===== src/rtl/conv_stream_tx.sv =====
// conv_stream_tx
//   Stream partner for the convolution core. Holds the f and x vectors in a
//   local buffer loaded through a simple write port. On start it streams the
//   buffer (f first, then x) as an AXI-stream master. Concurrently it acts as
//   the AXI-stream slave for the core's y output, captures every y word into
//   a result buffer, and pulses done once all results have arrived.
//
// Ports
//   clk      in   clock
//   reset    in   synchronous, active-low reset
//   ld_en    in   buffer write strobe (honoured only in IDLE, not with start)
//   ld_addr  in   buffer write address (f at 0..F_SIZE-1, x above)
//   ld_data  in   buffer write data
//   start    in   one-cycle run request (ignored outside IDLE)
//   m_data   out  stream data to the core
//   m_valid  out  stream valid to the core
//   m_ready  in   core ready
//   s_data   in   y data from the core
//   s_valid  in   core y valid
//   s_ready  out  ready for y
//   rd_addr  in   result buffer read address
//   rd_data  out  result word (combinational read)
//   busy     out  high from accepted start until done
//   done     out  one-cycle pulse after the final y capture
//
// Build option
//   CONV_TX_THROTTLE_EN : free-running 2-bit counter drops m_valid when it is
//   3 and s_ready when it is 1, to stress the core's flow control.

module conv_stream_tx #(
    parameter int T      = 8,
    parameter int Y_W    = 20,
    parameter int F_SIZE = 32,
    parameter int X_SIZE = 128,
    parameter int Y_SIZE = X_SIZE - F_SIZE + 1
) (
    input  logic                              clk,
    input  logic                              reset,
    input  logic                              ld_en,
    input  logic [$clog2(F_SIZE+X_SIZE)-1:0]  ld_addr,
    input  logic [T-1:0]                      ld_data,
    input  logic                              start,
    output logic [T-1:0]                      m_data,
    output logic                              m_valid,
    input  logic                              m_ready,
    input  logic [Y_W-1:0]                    s_data,
    input  logic                              s_valid,
    output logic                              s_ready,
    input  logic [$clog2(Y_SIZE)-1:0]         rd_addr,
    output logic [Y_W-1:0]                    rd_data,
    output logic                              busy,
    output logic                              done
);

    localparam int N   = F_SIZE + X_SIZE;
    localparam int LAW = $clog2(N);
    localparam int TXW = $clog2(N + 1);
    localparam int RXW = $clog2(Y_SIZE + 1);
    localparam int RAW = $clog2(Y_SIZE);

    typedef enum logic [2:0] {
        IDLE,
        PREFETCH,
        SEND,
        DRAIN,
        DONE
    } state_e;

    state_e state_q, state_d;

    logic [T-1:0]   buf_q [N];
    logic [Y_W-1:0] res_q [Y_SIZE];

    logic [T-1:0]   m_data_q;
    logic           m_valid_q;
    logic           s_ready_q;
    logic [TXW-1:0] tx_cnt_q;
    logic [TXW-1:0] tx_nxt;
    logic [RXW-1:0] rx_cnt_q;

    logic gap_tx, gap_rx;
    logic start_ok, tx_fire, tx_last, rx_fire, rx_last, rx_done_now;

`ifdef CONV_TX_THROTTLE_EN
    logic [1:0] thr_q;

    always_ff @(posedge clk) begin
        if (!reset) begin
            thr_q <= '0;
        end else begin
            thr_q <= thr_q + 2'd1;
        end
    end

    assign gap_tx = (thr_q == 2'd3);
    assign gap_rx = (thr_q == 2'd1);
`else
    assign gap_tx = 1'b0;
    assign gap_rx = 1'b0;
`endif

    // Throttle gaps only mask the outputs; the held word and its valid
    // register stay put, so a stalled beat survives the gap unchanged.
    assign m_valid = m_valid_q & ~gap_tx;
    assign s_ready = s_ready_q & ~gap_rx;
    assign m_data  = m_data_q;

    assign start_ok = start && (state_q == IDLE);
    assign tx_fire  = m_valid && m_ready;
    assign tx_last  = tx_fire && (tx_cnt_q == TXW'(N - 1));
    assign tx_nxt   = tx_cnt_q + TXW'(1);
    assign rx_fire  = s_valid && s_ready;
    assign rx_last  = rx_fire && (rx_cnt_q == RXW'(Y_SIZE - 1));
    // Results are complete either already or with this cycle's capture, so a
    // last capture coinciding with the last tx beat goes straight to DONE.
    assign rx_done_now = (rx_cnt_q == RXW'(Y_SIZE)) || rx_last;

    // State register
    always_ff @(posedge clk) begin
        if (!reset) begin
            state_q <= IDLE;
        end else begin
            state_q <= state_d;
        end
    end

    // Next-state logic
    always_comb begin
        state_d = state_q;
        case (state_q)
            IDLE:     if (start) state_d = PREFETCH;
            PREFETCH: state_d = SEND;
            SEND:     if (tx_last) state_d = rx_done_now ? DONE : DRAIN;
            DRAIN:    if (rx_done_now) state_d = DONE;
            DONE:     state_d = IDLE;
            default:  state_d = IDLE;
        endcase
    end

    // Status outputs
    always_comb begin
        busy = 1'b0;
        done = 1'b0;
        case (state_q)
            PREFETCH, SEND, DRAIN: busy = 1'b1;
            DONE:                  done = 1'b1;
            default: ;
        endcase
    end

    // Transmit / receive datapath
    always_ff @(posedge clk) begin
        if (!reset) begin
            m_data_q  <= '0;
            m_valid_q <= 1'b0;
            s_ready_q <= 1'b0;
            tx_cnt_q  <= '0;
            rx_cnt_q  <= '0;
        end else begin
            if (start_ok) begin
                tx_cnt_q  <= '0;
                rx_cnt_q  <= '0;
                s_ready_q <= 1'b1;
            end
            if (state_q == PREFETCH) begin
                m_data_q  <= buf_q[0];
                m_valid_q <= 1'b1;
            end
            // The read port is addressed with the index of the following
            // word, so the next beat is registered on the transfer edge and
            // the stream runs at one beat per cycle.
            if (tx_fire) begin
                tx_cnt_q <= tx_nxt;
                if (tx_last) begin
                    m_valid_q <= 1'b0;
                end else begin
                    m_data_q <= buf_q[tx_nxt[LAW-1:0]];
                end
            end
            if (rx_fire) begin
                rx_cnt_q <= rx_cnt_q + RXW'(1);
                if (rx_last) begin
                    s_ready_q <= 1'b0;
                end
            end
        end
    end

    // Input buffer: written only while idle, never cleared
    always_ff @(posedge clk) begin
        if (reset && (state_q == IDLE) && ld_en && !start && (int'(ld_addr) < N)) begin
            buf_q[ld_addr] <= ld_data;
        end
    end

    // Result buffer: never cleared
    always_ff @(posedge clk) begin
        if (reset && rx_fire) begin
            res_q[rx_cnt_q[RAW-1:0]] <= s_data;
        end
    end

    assign rd_data = (int'(rd_addr) < Y_SIZE) ? res_q[rd_addr] : '0;

endmodule

===== config.mk =====
export PLATFORM = sky130hd
export DESIGN_NAME = conv_stream_tx
export DESIGN_NICKNAME = d
export VERILOG_FILES = /design/src/rtl/conv_stream_tx.sv
export SDC_FILE = /design/constraint.sdc
export NUM_CORES = 2
export LEC_CHECK = 0
export CORE_AREA = 5 5 445 447
export DETAILED_ROUTE_END_ITERATION = 12
export DIE_AREA = 0 0 450 452
export GPL_ROUTABILITY_DRIVEN = 0
export PLACE_DENSITY = 0.81
export SLEW_MARGIN = 20
export SYNTH_ARGS = -nofsm -noshare
export SYNTH_HDL_FRONTEND = slang
export SYNTH_SLANG_ARGS = --single-unit

===== constraint.sdc =====
create_clock -name clk -period 7.2 [get_ports clk]
set_clock_uncertainty 0.05 [all_clocks]
set_input_delay 1.44 -clock clk [delete_from_list [all_inputs] [get_ports clk]]
set_output_delay 1.44 -clock clk [all_outputs]
set_load 0.02 [all_outputs]

==> metrics.md <==
| Metric | Value |
|---|---|
| Total grt overflow | `0` |
| DR pass1 iterations | `9` |
| FF+latch count, synth | `approximately 3200` |
| Setup TNS | `0 ns` |
| Post-CTS setup buffers | `0` |
| Critical Path AT | `5.68 ns` |
| H-tree levels | `5` |
| First-pass GRT wire length | `approximately 490 mm` |
| Initial DRC Count | `approximately 12000` |
| Clock latency on the worst-skew pair | `about 0.95 ns` |
| RSZ-0062 raised after global routing | `no` |
| Top FF cell, synth | `edfxtp_1` |
| Core ar. | `194000 µm²` |
| CTS buffer count | `approximately 320` |
| DP Area | `about 130000 µm²` |
| Met3 WL | `~42 mm` |
| Tot GR Track Use | `approximately a third` |
| PD cells | `277 nW/µm²` |
| DIE WIDTH | `approximately 450 µm` |
| Antenna-violating nets left | `0` |
| Clk root buf | `clkbuf_16` |
| Worst setup SP type | `primary input` |
| Most frequent CP cell | `mux4_2` |
| Die Y | `roughly 450 µm` |
| Worst Setup SP | `rd_addr[0]` |
| Sequential fraction of the synthesis area | `between 70% and 80%` |
| Area growth syn-to-layout | `12.1%` |
| Status | `completed` |
| CP Capture Type | `primary output` |
| Clock Pin Slew Worst Setup and Hold Paths | `roughly 0.060 ns` |
| Die area | `approximately 200000 µm²` |
| Layout cell share with drive strength beyond 1 | `roughly 30%` |
| CP Cell Sequence | `buf_8, buf_12, mux4_2, mux4_2, mux2i_1, nor2_1, a21oi_1, o22ai_1, clkdlybuf4s50_1` |
| CTS Hold Bufs | `0` |
| Routed WL | `345 mm` |
| Hold Crit Class | `reg -> reg` |
| Reg2Reg Setup Slack | `around 2.6 ns` |
| Most frequent cells in the layout | `edfxtp_1 (3220), mux4_2 (964), clkbuf_16 (328)` |
| CP Class | `in -> out` |
| Initial Utilization | `64.6%` |
| Vias per cell | `approximately 7.5` |
| Final setup violating endpoints | `0` |
| CTS tree | `built` |
| Max-Cap Viols | `0` |
| Port Buffers | `80` |
| Min cycle time layout | `~7 ns` |
| Avg Cell Area, Syn | `between 20 and 25 µm²` |
| Async SR Flop Fraction | `0%` |
| Vias | `64500` |
| Initial antenna violation count | `31` |
| FF-to-FF Start | `tx_cnt_q[0]$_SDFFE_PN0P_` |
| Mapped cell area | `roughly 130000 µm²` |
| Routed wire per std cell | `~40 µm` |
| Hold depth | `2` |
| Final instance area | `roughly 140000 µm²` |
| Post-synth net total | `about 5500` |
| Cts repair resizes | `0` |
| Hold_sp | `state_q[1]$_SDFFE_PN0P_` |
| Std cell rows | `approximately 160` |
| Met2 wire length | `171 mm` |
| Largest area contributor in the netlist | `edfxtp_1` |
| Non-filler instance count after layout | `approximately 8600` |
| Slowest cell on the critical path | `clkdlybuf4s50_1` |
| Hold Vio Cnt, Final | `0` |
| Yosys top cell area share | `between 70 and 80%` |
| Synth area leaders | `edfxtp_1 (77%), mux4_2 (17%), nor2_1 (1.0%)` |
| Ys Warns | `0` |
| Crit Path Max Fanout | `slightly below 60` |
| Max rail drop VDD | `between 0.0004 and 0.0005 V` |
| RR Endpoint | `m_data[6]$_SDFF_PN0_` |
| Most common cell after layout, fill and taps aside | `edfxtp_1` |
| R2R depth | `8` |
| Vias in the first global route | `roughly 66000` |
| WHS Endpoint | `state_q[2]$_SDFFE_PN0P_` |
| Top sig layer | `met5` |
| Met1 WL | `107 mm` |
| Number of synthesized flops with an enable pin | `approximately 3200` |
| Crit share post-route | `99.5%` |
| Clk buf depth | `4` |
| Largest net degree at the start of global routing | `120` |
| Drt drc | `0` |
| Post-synth cell types | `53` |
| Post-Syn Instances | `roughly 5500` |
| Worst slew pin tran | `1.27 ns` |
| Utilization after layout | `between 70% and 80%` |
| Max-slew violations | `0` |
| DP HPWL | `between 150 and 200 mm` |
| Io pins | `81` |
| CP max stage delay | `around 0.67 ns` |
| Post-Place Cells | `8022` |
| Max Freq | `0.140 GHz` |
| Final Net Count | `5864` |
| Leak Pwr | `43.0 nW` |
| Clock Sinks | `about 3200` |
| # fillers | `between 9000 and 10000` |
| Slew headroom | `between 10% and 20%` |
| CP required | `between 5 and 6 ns` |
power by group:
| group | internal, mW | leakage (nW) | switching (mW) |
|---|---|---|---|
| combinational | 0.649 | 8.96 | 1.09 |
| clock | 9.33 | 4.84 | 7.05 |
| sequential | 20.8 | 29.2 | 0.0164 |
Yosys cell counts (5+ instances only):
master        n
buf_6         6
a41oi_1       8
a32o_1        5
o2111ai_1     7
inv_1        10
mux2_2       15
a221oi_1      7
nand2b_1     20
nor2b_1      20
buf_1        21
nand3_1      84
a21oi_1      46
a2111oi_0     9
a31oi_1       6
o22ai_1       7
buf_4        31
or3_1        13
nand2_1     203
o221ai_1      5
o21ai_0      14
xnor2_1       6
mux2i_1      46
o21ai_1      20
edfxtp_1   3220
nor4_1        8
mux4_2      964
nor3_1       11
dfxtp_1      28
and3_1        5
nor2_1      337
buf_2        96
clkbuf_1    139
per-stage QoR:
| step | total power [mW] | hold WS, ns | setup WS (ns) |
|---|---|---|---|
| 2_1_floorplan | 22.1 | 0.399 | 1.95 |
| 3_3_place_gp | 22.8 | 0.419 | 0.451 |
| 3_5_place_dp | 22.8 | 0.456 | 0.327 |
| 4_1_cts | 38.9 | 0.493 | 0.271 |
| 5_1_grt | 39.9 | 0.529 | 0.0765 |
| 6_report | 38.9 | 0.510 | 0.0344 |
worst max-delay path by stage:
stage                              to  slack [ns]  cells after the start
after floorplan           rd_data[10]        1.95                      7
after global placement     rd_data[7]        0.45                      9
after detailed placement   rd_data[7]        0.33                      9
after CTS                  rd_data[7]        0.27                      9
after global routing       rd_data[7]        0.08                      9
final                      rd_data[7]        0.03                      9
per-layer routing:
layer | track usage [%] | vias to the layer above
li1 | - | 23800
met2 | 54.9 | 6171
met4 | 20.0 | 22
met1 | 43.2 | 33100
met3 | 8.62 | 1384
met5 | 0 | -
final cells by class:
cell class | count | area [µm²] | area share [%]
multi-input combinational | 1908 | 27000 | 19.3
timing repair buffer | 319 | 2960 | 2.11
inverter | 10 | 37.5 | 0.0267
antenna | 22 | 55.1 | 0.0392
sequential | 3248 | 97300 | 69.3
tap | 2542 | 3180 | 2.27
clock inverter | 141 | 1390 | 0.993
clock buffer | 391 | 8470 | 6.04
sequential cells by signal, indices dropped and copies added, names as in the netlist:
signal / cells
tx_cnt_q: 8
buf_q: 1280
s_ready: 1
m_data: 8
rx_cnt_q: 7
res_q: 1940
m_valid: 1
state_q: 3
worst max-delay path: cells and delay by family:
family                 cells  cell delay, ns
AO/OA/AOI/OAI              2            0.59
buffers and inverters      3            1.57
multiplexers               3            1.75
AND/OR/NAND/NOR            1            0.19
cells by family after synthesis:
family,synth area share (%)
DFF,77.7
muxes,17.8
and+or+nand+nor,2.46
buffers and inverters,1.13
AOI/OAI and AO/OA,0.771
xor gates and xnor gates,0.0630
adders and majority gates,0.0400
Power figures use the tool's default switching activity.
